==> config.mk <==
export PLATFORM = sky130hd
export DESIGN_NAME = altusoc_gpio_in
export DESIGN_NICKNAME = d
export VERILOG_FILES = /design/src/rtl/altusoc_gpio_pkg.sv /design/src/rtl/altusoc_gpio_in_filter.sv /design/src/rtl/altusoc_gpio_in.sv
export SDC_FILE = /design/constraint.sdc
export NUM_CORES = 1
export LEC_CHECK = 0
export CAP_MARGIN = 30
export CORE_MARGIN = 10
export CORE_UTILIZATION = 58
export DETAILED_ROUTE_END_ITERATION = 10
export PLACE_DENSITY = 0.86
export SETUP_SLACK_MARGIN = 0.4
export SLEW_MARGIN = 20
export SYNTH_ARGS = -nofsm -noshare
export SYNTH_HDL_FRONTEND = slang
export SYNTH_HIERARCHICAL = 1
export SYNTH_SLANG_ARGS = --single-unit
==> constraint.sdc <==
create_clock -name clk -period 3.3 [get_ports clk]
set_input_delay 0.33 -clock clk [delete_from_list [all_inputs] [get_ports clk]]
set_output_delay 0.33 -clock clk [all_outputs]
set_load 0.02 [all_outputs]
==> src/rtl/altusoc_gpio_pkg.sv <==
// Shared register map and address helpers for the AltuSOC GPIO input block.
package altusoc_gpio_pkg;

    typedef logic [4:0] gpio_addr_t;

    // Byte offsets of the software-visible registers.
    localparam gpio_addr_t ADDR_DATA      = 5'h00;
    localparam gpio_addr_t ADDR_RISE_EN   = 5'h04;
    localparam gpio_addr_t ADDR_FALL_EN   = 5'h08;
    localparam gpio_addr_t ADDR_STATUS    = 5'h0C;
    localparam gpio_addr_t ADDR_IRQ_EN    = 5'h10;
    localparam gpio_addr_t ADDR_DB_CYCLES = 5'h14;

    localparam int unsigned REG_WIDTH = 32;

    // Registers are word aligned; the byte-lane bits never select anything.
    function automatic gpio_addr_t word_addr(input gpio_addr_t addr);
        return {addr[4:2], 2'b00};
    endfunction

endpackage

==> src/rtl/altusoc_gpio_in_filter.sv <==
// Per-pin synchroniser and debounce filter with edge pulses.
module altusoc_gpio_in_filter
    import altusoc_gpio_pkg::*;
#(
    parameter int unsigned SYNC_STAGES = 2,
    parameter int unsigned DB_WIDTH    = 8
) (
    input  logic                clk,
    input  logic                rst_n,
    input  logic                gpio_i,
    input  logic [DB_WIDTH-1:0] db_cycles_i,
    input  logic                prime_i,
    output logic                filt_o,
    output logic                rise_o,
    output logic                fall_o
);

    logic [SYNC_STAGES-1:0] sync_q;
    logic                   sync;
    logic                   filt_q, filt_d;
    logic [DB_WIDTH-1:0]    cnt_q, cnt_d;
    logic                   update;

    assign sync = sync_q[SYNC_STAGES-1];

    // Shift the raw pin through the synchroniser chain.
    always_ff @(posedge clk or negedge rst_n) begin
        if (!rst_n) begin
            sync_q <= '0;
        end else begin
            sync_q <= {sync_q[SYNC_STAGES-2:0], gpio_i};
        end
    end

    // Debounce decision; rise/fall flag the edge on which filt will change.
    always_comb begin
        filt_d = filt_q;
        cnt_d  = cnt_q;
        update = 1'b0;
        if (prime_i) begin
            // Right after reset the filter just tracks the pin, so no edge is reported.
            filt_d = sync;
            cnt_d  = '0;
        end else if (sync == filt_q) begin
            cnt_d = '0;
        end else if (cnt_q >= db_cycles_i) begin
            // >= lets a lowered threshold act at once and keeps cnt from wrapping.
            filt_d = sync;
            cnt_d  = '0;
            update = 1'b1;
        end else begin
            cnt_d = cnt_q + DB_WIDTH'(1);
        end
    end

    // Filter state registers.
    always_ff @(posedge clk or negedge rst_n) begin
        if (!rst_n) begin
            filt_q <= 1'b0;
            cnt_q  <= '0;
        end else begin
            filt_q <= filt_d;
            cnt_q  <= cnt_d;
        end
    end

    assign filt_o = filt_q;
    assign rise_o = update & sync;
    assign fall_o = update & ~sync;

endmodule

==> src/rtl/altusoc_gpio_in.sv <==
// GPIO input capture: per-pin filters, edge status, interrupt and register port.
module altusoc_gpio_in
    import altusoc_gpio_pkg::*;
#(
    parameter int unsigned NUM_GPIO    = 4,
    parameter int unsigned SYNC_STAGES = 2,
    parameter int unsigned DB_WIDTH    = 8,
    parameter int unsigned DB_RESET    = 0
) (
    input  logic                clk,
    input  logic                rst_n,
    input  logic [NUM_GPIO-1:0] i_gpio,
    input  logic                cfg_wr,
    input  logic                cfg_rd,
    input  logic [4:0]          cfg_addr,
    input  logic [31:0]         cfg_wdata,
    output logic [31:0]         cfg_rdata,
    output logic [NUM_GPIO-1:0] o_gpio_filt,
    output logic                o_irq
);

    localparam int unsigned PRIME_LEN = SYNC_STAGES + 1;
    localparam int unsigned PRIME_W   = $clog2(PRIME_LEN + 1);

    gpio_addr_t                addr_word;
    logic [NUM_GPIO-1:0]       filt, rise, fall;
    logic [NUM_GPIO-1:0]       rise_en_q, fall_en_q, irq_en_q;
    logic [NUM_GPIO-1:0]       status_q, status_d, status_clr;
    logic [DB_WIDTH-1:0]       db_cycles_q;
    logic [REG_WIDTH-1:0]      rdata_q, rdata_d;
    logic [PRIME_W-1:0]        prime_cnt_q;
    logic                      prime;
    logic                      unused_bits;

    assign addr_word   = word_addr(cfg_addr);
    assign prime       = (prime_cnt_q != PRIME_W'(PRIME_LEN));
    assign unused_bits = ^{cfg_addr[1:0], cfg_wdata};

    for (genvar i = 0; i < NUM_GPIO; i++) begin : g_pin
        altusoc_gpio_in_filter #(
            .SYNC_STAGES (SYNC_STAGES),
            .DB_WIDTH    (DB_WIDTH)
        ) u_filter (
            .clk         (clk),
            .rst_n       (rst_n),
            .gpio_i      (i_gpio[i]),
            .db_cycles_i (db_cycles_q),
            .prime_i     (prime),
            .filt_o      (filt[i]),
            .rise_o      (rise[i]),
            .fall_o      (fall[i])
        );
    end

    // Count the post-reset priming window, then hold.
    always_ff @(posedge clk or negedge rst_n) begin
        if (!rst_n) begin
            prime_cnt_q <= '0;
        end else if (prime) begin
            prime_cnt_q <= prime_cnt_q + PRIME_W'(1);
        end
    end

    // Software-writable configuration registers.
    always_ff @(posedge clk or negedge rst_n) begin
        if (!rst_n) begin
            rise_en_q   <= '0;
            fall_en_q   <= '0;
            irq_en_q    <= '0;
            db_cycles_q <= DB_WIDTH'(DB_RESET);
        end else if (cfg_wr) begin
            case (addr_word)
                ADDR_RISE_EN:   rise_en_q   <= cfg_wdata[NUM_GPIO-1:0];
                ADDR_FALL_EN:   fall_en_q   <= cfg_wdata[NUM_GPIO-1:0];
                ADDR_IRQ_EN:    irq_en_q    <= cfg_wdata[NUM_GPIO-1:0];
                ADDR_DB_CYCLES: db_cycles_q <= cfg_wdata[DB_WIDTH-1:0];
                default: ;
            endcase
        end
    end

    // Sticky status: W1C first, then new edges, so a same-cycle set wins.
    always_comb begin
        status_clr = '0;
        if (cfg_wr && (addr_word == ADDR_STATUS)) begin
            status_clr = cfg_wdata[NUM_GPIO-1:0];
        end
        status_d = (status_q & ~status_clr) | (rise & rise_en_q) | (fall & fall_en_q);
    end

    // Status register.
    always_ff @(posedge clk or negedge rst_n) begin
        if (!rst_n) begin
            status_q <= '0;
        end else begin
            status_q <= status_d;
        end
    end

    // Read mux over the current register values (pre-write on a same-cycle write).
    always_comb begin
        rdata_d = '0;
        case (addr_word)
            ADDR_DATA:      rdata_d[NUM_GPIO-1:0] = filt;
            ADDR_RISE_EN:   rdata_d[NUM_GPIO-1:0] = rise_en_q;
            ADDR_FALL_EN:   rdata_d[NUM_GPIO-1:0] = fall_en_q;
            ADDR_STATUS:    rdata_d[NUM_GPIO-1:0] = status_q;
            ADDR_IRQ_EN:    rdata_d[NUM_GPIO-1:0] = irq_en_q;
            ADDR_DB_CYCLES: rdata_d[DB_WIDTH-1:0] = db_cycles_q;
            default: ;
        endcase
    end

    // Read data is captured on a read strobe and held until the next read.
    always_ff @(posedge clk or negedge rst_n) begin
        if (!rst_n) begin
            rdata_q <= '0;
        end else if (cfg_rd) begin
            rdata_q <= rdata_d;
        end
    end

    assign cfg_rdata   = rdata_q;
    assign o_gpio_filt = filt;
    assign o_irq       = |(status_q & irq_en_q);

endmodule

==> results of run 1 <==
## state kept, by name, indices dropped and copies added, names as in the netlist
register               cells
cfg_rdata                  8
db_cycles_q                8
irq_en_q                   4
g_pin.u_filter/cnt_q      32
status_q                   4
rise_en_q                  4
g_pin.u_filter/sync_q      8
fall_en_q                  4
prime_cnt_q                2
g_pin.u_filter/filt_o      4
## metrics by stage
stage          area (um2)  setup WS, ns
2_1_floorplan        5070          1.18
6_report             5490         0.873
5_1_grt              5490         0.785
4_1_cts              5460         0.914
3_5_place_dp         5240         0.915
3_3_place_gp         5240         0.999
## cell type report
cell class	instances	area, um2
timing repair buffer	38	383
fill	621	2810
sequential	78	1950
tap	105	131
inverter	39	146
clock inverter	4	70.1
multi-input combinational	321	2670
clock buffer	12	145
## layer usage
metal	part of all wire	up-vias	wire (um)	global-route usage
met1	0.43	1755	4630	0.223
li1	-	1647	-	-
met2	0.47	133	5150	0.276
met3	0.079	19	854	0.0415
met5	0	-	0	0
met4	0.022	0	237	0.0702
## cell usage in the layout, fill, tap and decap left out, types with 9 or more instances in the layout
cell              n
clkbuf_8         10
inv_1            39
conb_1           24
dfrtp_1          78
mux2_2           21
xnor2_1           9
clkdlybuf4s50_1  30
nand3_1          24
nand2b_1         11
nor3_2           28
o21a_1           12
xor2_1           20
nand2_1          13
ha_1             37
## worst min-delay path by stage
stage | end | depth (start not counted) | slack (ns) | start
3_5_place_dp | g_pin[0].u_filter/sync_q[1]$_DFF_PN0_ | 0 | 0.34 | g_pin[0].u_filter/sync_q[0]$_DFF_PN0_
5_1_grt | g_pin[0].u_filter/sync_q[1]$_DFF_PN0_ | 0 | 0.36 | g_pin[0].u_filter/sync_q[0]$_DFF_PN0_
2_1_floorplan | cfg_rdata[0]$_DFFE_PN0P_ | 0 | 0.03 | rst_n
3_3_place_gp | g_pin[1].u_filter/sync_q[1]$_DFF_PN0_ | 0 | 0.33 | g_pin[1].u_filter/sync_q[0]$_DFF_PN0_
6_report | g_pin[1].u_filter/sync_q[1]$_DFF_PN0_ | 0 | 0.35 | g_pin[1].u_filter/sync_q[0]$_DFF_PN0_
4_1_cts | g_pin[1].u_filter/cnt_q[1]$_DFF_PN0_ | 1 | 0.16 | rst_n
## kinds of logic after synthesis
kind of cell,after synthesis,synth area share
XOR/XNOR,29,0.0510
flip-flops,78,0.392
buffers and inverters,76,0.0902
AO/OA/AOI/OAI,65,0.104
other,1,0.000753
multiplexers,32,0.0741
AND/OR/NAND/NOR,134,0.195
adder cells (fa/ha/maj),37,0.0929
## timing repair
| action | in CTS | in global routing |
|---|---|---|
| hold buffers | 0 | 1 |
| resized for setup | 0 | 0 |
| endpoints found under the hold margin | 0 | 24 |
## critical path, cell delays in order (launching register included)
cell	delay (ns)
dfrtp_1	0.54
inv_1	0.09
ha_1	0.22
or4_1	0.52
a21oi_1	0.16
nor3_1	0.08
buf_4	0.19
o21a_1	0.19
a221o_1	0.33
## power groups by stage
stage / clock, W / combinational (W) / sequential, W
6_report: 0.000785 / 0.00118 / 0.00137
5_1_grt: 0.000847 / 0.00130 / 0.00140
4_1_cts: 0.000805 / 0.00117 / 0.00137
3_3_place_gp: 0 / 0.00109 / 0.00137
3_5_place_dp: 0 / 0.00115 / 0.00138
2_1_floorplan: 0 / 0.000890 / 0.00135
==> metrics.yaml, run 1 <==
cp-start-kind: "register"
total_leakage_power_nw: 2.58
status: "completed"
syn_area_um2: 4980
drtPass1Iterations: 4
powerDensity_nw_per_um2: 607
wl_per_cell_um: 18.2
fin_crit_sh: 0.736
antenna_found_initial: 0
switching_share: 0.360
arrival_ns: 2.66
die_area_um2: 12700
nets: 569
die_w_um: 113
drc: 0
grt_max_degree: 79
port-buffer-count: 31
grt.total_usage: 0.174
diodes: 0
cts_tree: "built"
fin_cells: 597
clockBufferDepth: 2
wl_mm: 10.9
htree_levels: 3
synth-edff-count: 0
cp.required_ns: 3.53
clkTransAtPathRegs_ns: 0.08
dominantRegCellSynth: "dfrtp_1"
fin_crit_ns: 2.43
r2r_cells: 8
finalPower_w: 0.00333
max_cap_viol_count: 0
ant_nets: 0
hold_viol: 0
final_util: 0.662
avgSynthCellArea_um2: 11.0
cts_buffers: 9
dp_hpwl_mm: 7.78
drive_above_1_share: 0.185
core_area_um2: 8300
io_pins: 82
cts.root.buffer_cell: "clkbuf_8"
worst-setup-path-type: "register to register"
place_congestion: 0.845
p_comb_frac: 0.353
grt_pass1_vias: 3760
clockPowerShare: 0.235
timing.fmax_ghz: 0.412
synthArstFlopShare: 1.00
cp-startpoint: "db_cycles_q[1]$_DFFE_PN0P_"
ys_seq_area_frac: 0.392
drv_slew: 0
ys_ff_latch: 78
synth_top_cells_by_count: "dfrtp_1 (78), inv_1 (39), ha_1 (37)"
rr_startpoint: "db_cycles_q[1]$_DFFE_PN0P_"
start_util: 0.600
yosys_warnings: 6
hold_class: "register to register"
rrSetupSlack_ns: 0.87
slew_headroom: 0.530
tns_ns: 0
rsz0062_at_grt: "no"
setup.worst_path.end_class: "register"
power_switching_w: 0.00120
dp.cells: 579
synth_area_leader_cell: "dfrtp_1"
synth_cells: 452
final-setup-viol-count: 0
synth_top_area_frac: 0.392
synth.distinct_cells: 51
worstPathMaxFanout: 11
whs_ns: 0.353
irDropWorstVdd_v: 0.000371
clock_latency_ns: 0.35
rows: 33
worst_pin_slew_ns: 0.705
dr.first_iter.drc_count: 224
r2r_end: "status_q[2]$_DFF_PN0_"
overflow: 0
routed_via_density: 5.95
via_count: 3554
crit_end: "status_q[2]$_DFF_PN0_"
synth.most_common_cell: "dfrtp_1"
grt_first_pass_wirelength_mm: 18.4
skew_ns: 0.00706
cts_setup_buffers: 0
power.internal_w: 0.00213
die_y_um: 113
netlist_top_cells_area: "dfrtp_1 (39%), ha_1 (9.3%), nor3_2 (5.6%), mux2_2 (4.7%), buf_4 (3.6%)"
area_growth_pct: 10.3
pwr-share-seq: 0.412
cts.sinks: 78
Power figures use the tool's default switching activity.
==> inputs of run 2 (changes only) <==
--- a/config.mk
+++ b/config.mk
@@ -7,9 +7,9 @@
 export LEC_CHECK = 0
 export CAP_MARGIN = 30
 export CORE_MARGIN = 10
-export CORE_UTILIZATION = 58
+export CORE_UTILIZATION = 54
 export DETAILED_ROUTE_END_ITERATION = 10
-export PLACE_DENSITY = 0.86
+export PLACE_DENSITY = 0.81
 export SETUP_SLACK_MARGIN = 0.4
 export SLEW_MARGIN = 20
 export SYNTH_ARGS = -nofsm -noshare
==> constraint.sdc (replaced) <==
create_clock -name clk -period 2.4 [get_ports clk]
set_input_delay 0.24 -clock clk [delete_from_list [all_inputs] [get_ports clk]]
set_output_delay 0.24 -clock clk [all_outputs]
set_load 0.02 [all_outputs]
==> run 2 against run 1 <==
Core utilization is 0.21 points lower. Via count is 1.6% higher. Cell area is 6.3% higher. Cell count is 1.7% higher. Routed wire length is 5.1% higher. Total power is 51% higher. First-iteration DRC count is 21% lower. Clock power is 58% higher. Hold slack worse by 0.028 ns. Global-route usage is 0.29 points lower. Flip-flop and latch count stayed put. Largest power group unchanged.
==> metrics.yaml, run 2 (synthesis results as in run 1) <==
die_w_um: 116
slew_headroom: 0.516
grt_pass1_vias: 3743
dr.first_iter.drc_count: 178
worst_pin_slew_ns: 0.725
pre_cts_slack_ns: 0.0921
cp.required_ns: 2.64
placedInstanceArea_um2: 5270
antenna_found_initial: 0
cts.root.buffer_cell: "clkbuf_8"
finalPower_w: 0.00503
arrival_ns: 2.32
clockBufferDepth: 2
ant_nets: 0
final-setup-viol-count: 0
worstHoldPathCells: 1
cts.sinks: 78
drv_slew: 0
die_area_um2: 13500
grt_first_pass_wirelength_mm: 18.3
cts_buffers: 9
port-buffer-count: 31
cp-start-kind: "register"
finalWorstSetupSlack_ns: 0.315
hold_viol: 0
top_register: "g_pin.u_filter/cnt_q"
start_util: 0.563
max_cap_viol_count: 0
htree_levels: 3
via_count: 3610
rows: 34
hold_class: "input pin to register"
worstPathMaxFanout: 5
grt.total_usage: 0.171
die_y_um: 116
diodes: 0
clkTransAtPathRegs_ns: 0.08
timing.fmax_ghz: 0.480
worst-setup-path-type: "register to register"
setup.worst_path.end_class: "register"
place_congestion: 0.835
largest_reg_flops: 32
dp_hpwl_mm: 7.65
area_growth_pct: 17.2
fin_crit_ns: 2.08
final_cell_mix: "dfrtp_1 (71), nor3_2 (31), clkdlybuf4s50_1 (30)"
skew_ns: 0.00843
status: "completed"
irDropWorstVdd_v: 0.000485
powerDensity_nw_per_um2: 862
nets: 576
clock_latency_ns: 0.35
wl_per_cell_um: 18.8
core_area_um2: 8850
wl_mm: 11.4
total_leakage_power_nw: 2.53
drc: 0
tns_ns: 0
drtPass1Iterations: 4
layout_commonest_cell: "dfrtp_1"
r2r_cells: 7
fin_crit_sh: 0.869
grt_max_degree: 79
io_pins: 82
overflow: 0
nFillCells: 678
routed_via_density: 5.95
rsz0062_at_grt: "yes"
cts_tree: "built"
drive_above_1_share: 0.309
fin_area_um2: 5840
==> run 2: cell types whose count changed in the layout (fill, tap and decap cells not counted), moves of 9 or more <==
cell / before / now
inv_2: 0 / 11
ha_4: 0 / 9
ha_2: 0 / 10
inv_1: 39 / 28
ha_1: 37 / 18
==> run 2: metal layers <==
metal | GRT usage | wire (um) | up-vias
met5 | 0 | 0 | -
met4 | 0.0542 | 201 | 0
met3 | 0.0388 | 732 | 19
met2 | 0.285 | 5420 | 125
met1 | 0.216 | 5070 | 1804
li1 | - | - | 1662
==> run 2: power by group <==
part	switching (W)	internal (W)	total, W
logic	0.000942	0.000942	0.00188
registers	0.000356	0.00156	0.00191
clock network	0.000487	0.000750	0.00124
total	0.00178	0.00325	0.00503
==> run 2: timing repair <==
action	4_1_cts	5_1_grt
endpoints found under the hold margin	0	37
hold buffers	0	1
setup endpoints to repair	39	34
cloned	0	0
buffers inserted	6	0
resized for setup	45	10
pin swaps	38	16
==> run 2: cell type report <==
type / count / area, um2 / share of cell area
multi-input cells: 321 / 2920 / 0.500
flip-flops and latches: 78 / 1960 / 0.336
repair buffers: 45 / 428 / 0.0733
clock buffers: 13 / 159 / 0.0272
inverters: 39 / 146 / 0.0251
well taps: 108 / 135 / 0.0231
clock inverters: 3 / 90.1 / 0.0154
==> run 2: path summary, 6_finish.rpt <==
check / startpoint / end / slack (ns)
setup reg to reg: db_cycles_q[2]$_DFFE_PN0P_ / status_q[3]$_DFF_PN0_ / 0.32
hold / removal: i_gpio[2] / g_pin[2].u_filter/sync_q[0]$_DFF_PN0_ / 0.32
min in group asynchronous: rst_n / g_pin[3].u_filter/cnt_q[3]$_DFF_PN0_ / 0.39
hold reg to reg: g_pin[0].u_filter/sync_q[0]$_DFF_PN0_ / g_pin[0].u_filter/sync_q[1]$_DFF_PN0_ / 0.35
setup / recovery: db_cycles_q[2]$_DFFE_PN0P_ / status_q[3]$_DFF_PN0_ / 0.32
max in group asynchronous: rst_n / db_cycles_q[0]$_DFFE_PN0P_ / 1.41
==> run 2: per-stage QoR <==
stage / utilization / instances / hold WS (ns)
6_report: 0.660 / 607 / 0.325
5_1_grt: 0.660 / 607 / 0.305
4_1_cts: 0.652 / 605 / 0.0840
3_5_place_dp: 0.596 / 583 / 0.338
3_3_place_gp: 0.596 / 583 / 0.334
2_1_floorplan: - / 475 / -0.0556
==> run 2: worst max-delay path: stages, from the launching register on <==
cell     delay, ns
dfrtp_2       0.47
inv_1         0.08
ha_2          0.20
or4_4         0.54
a21oi_4       0.14
nor3_2        0.08
o21a_1        0.19
a221o_1       0.28
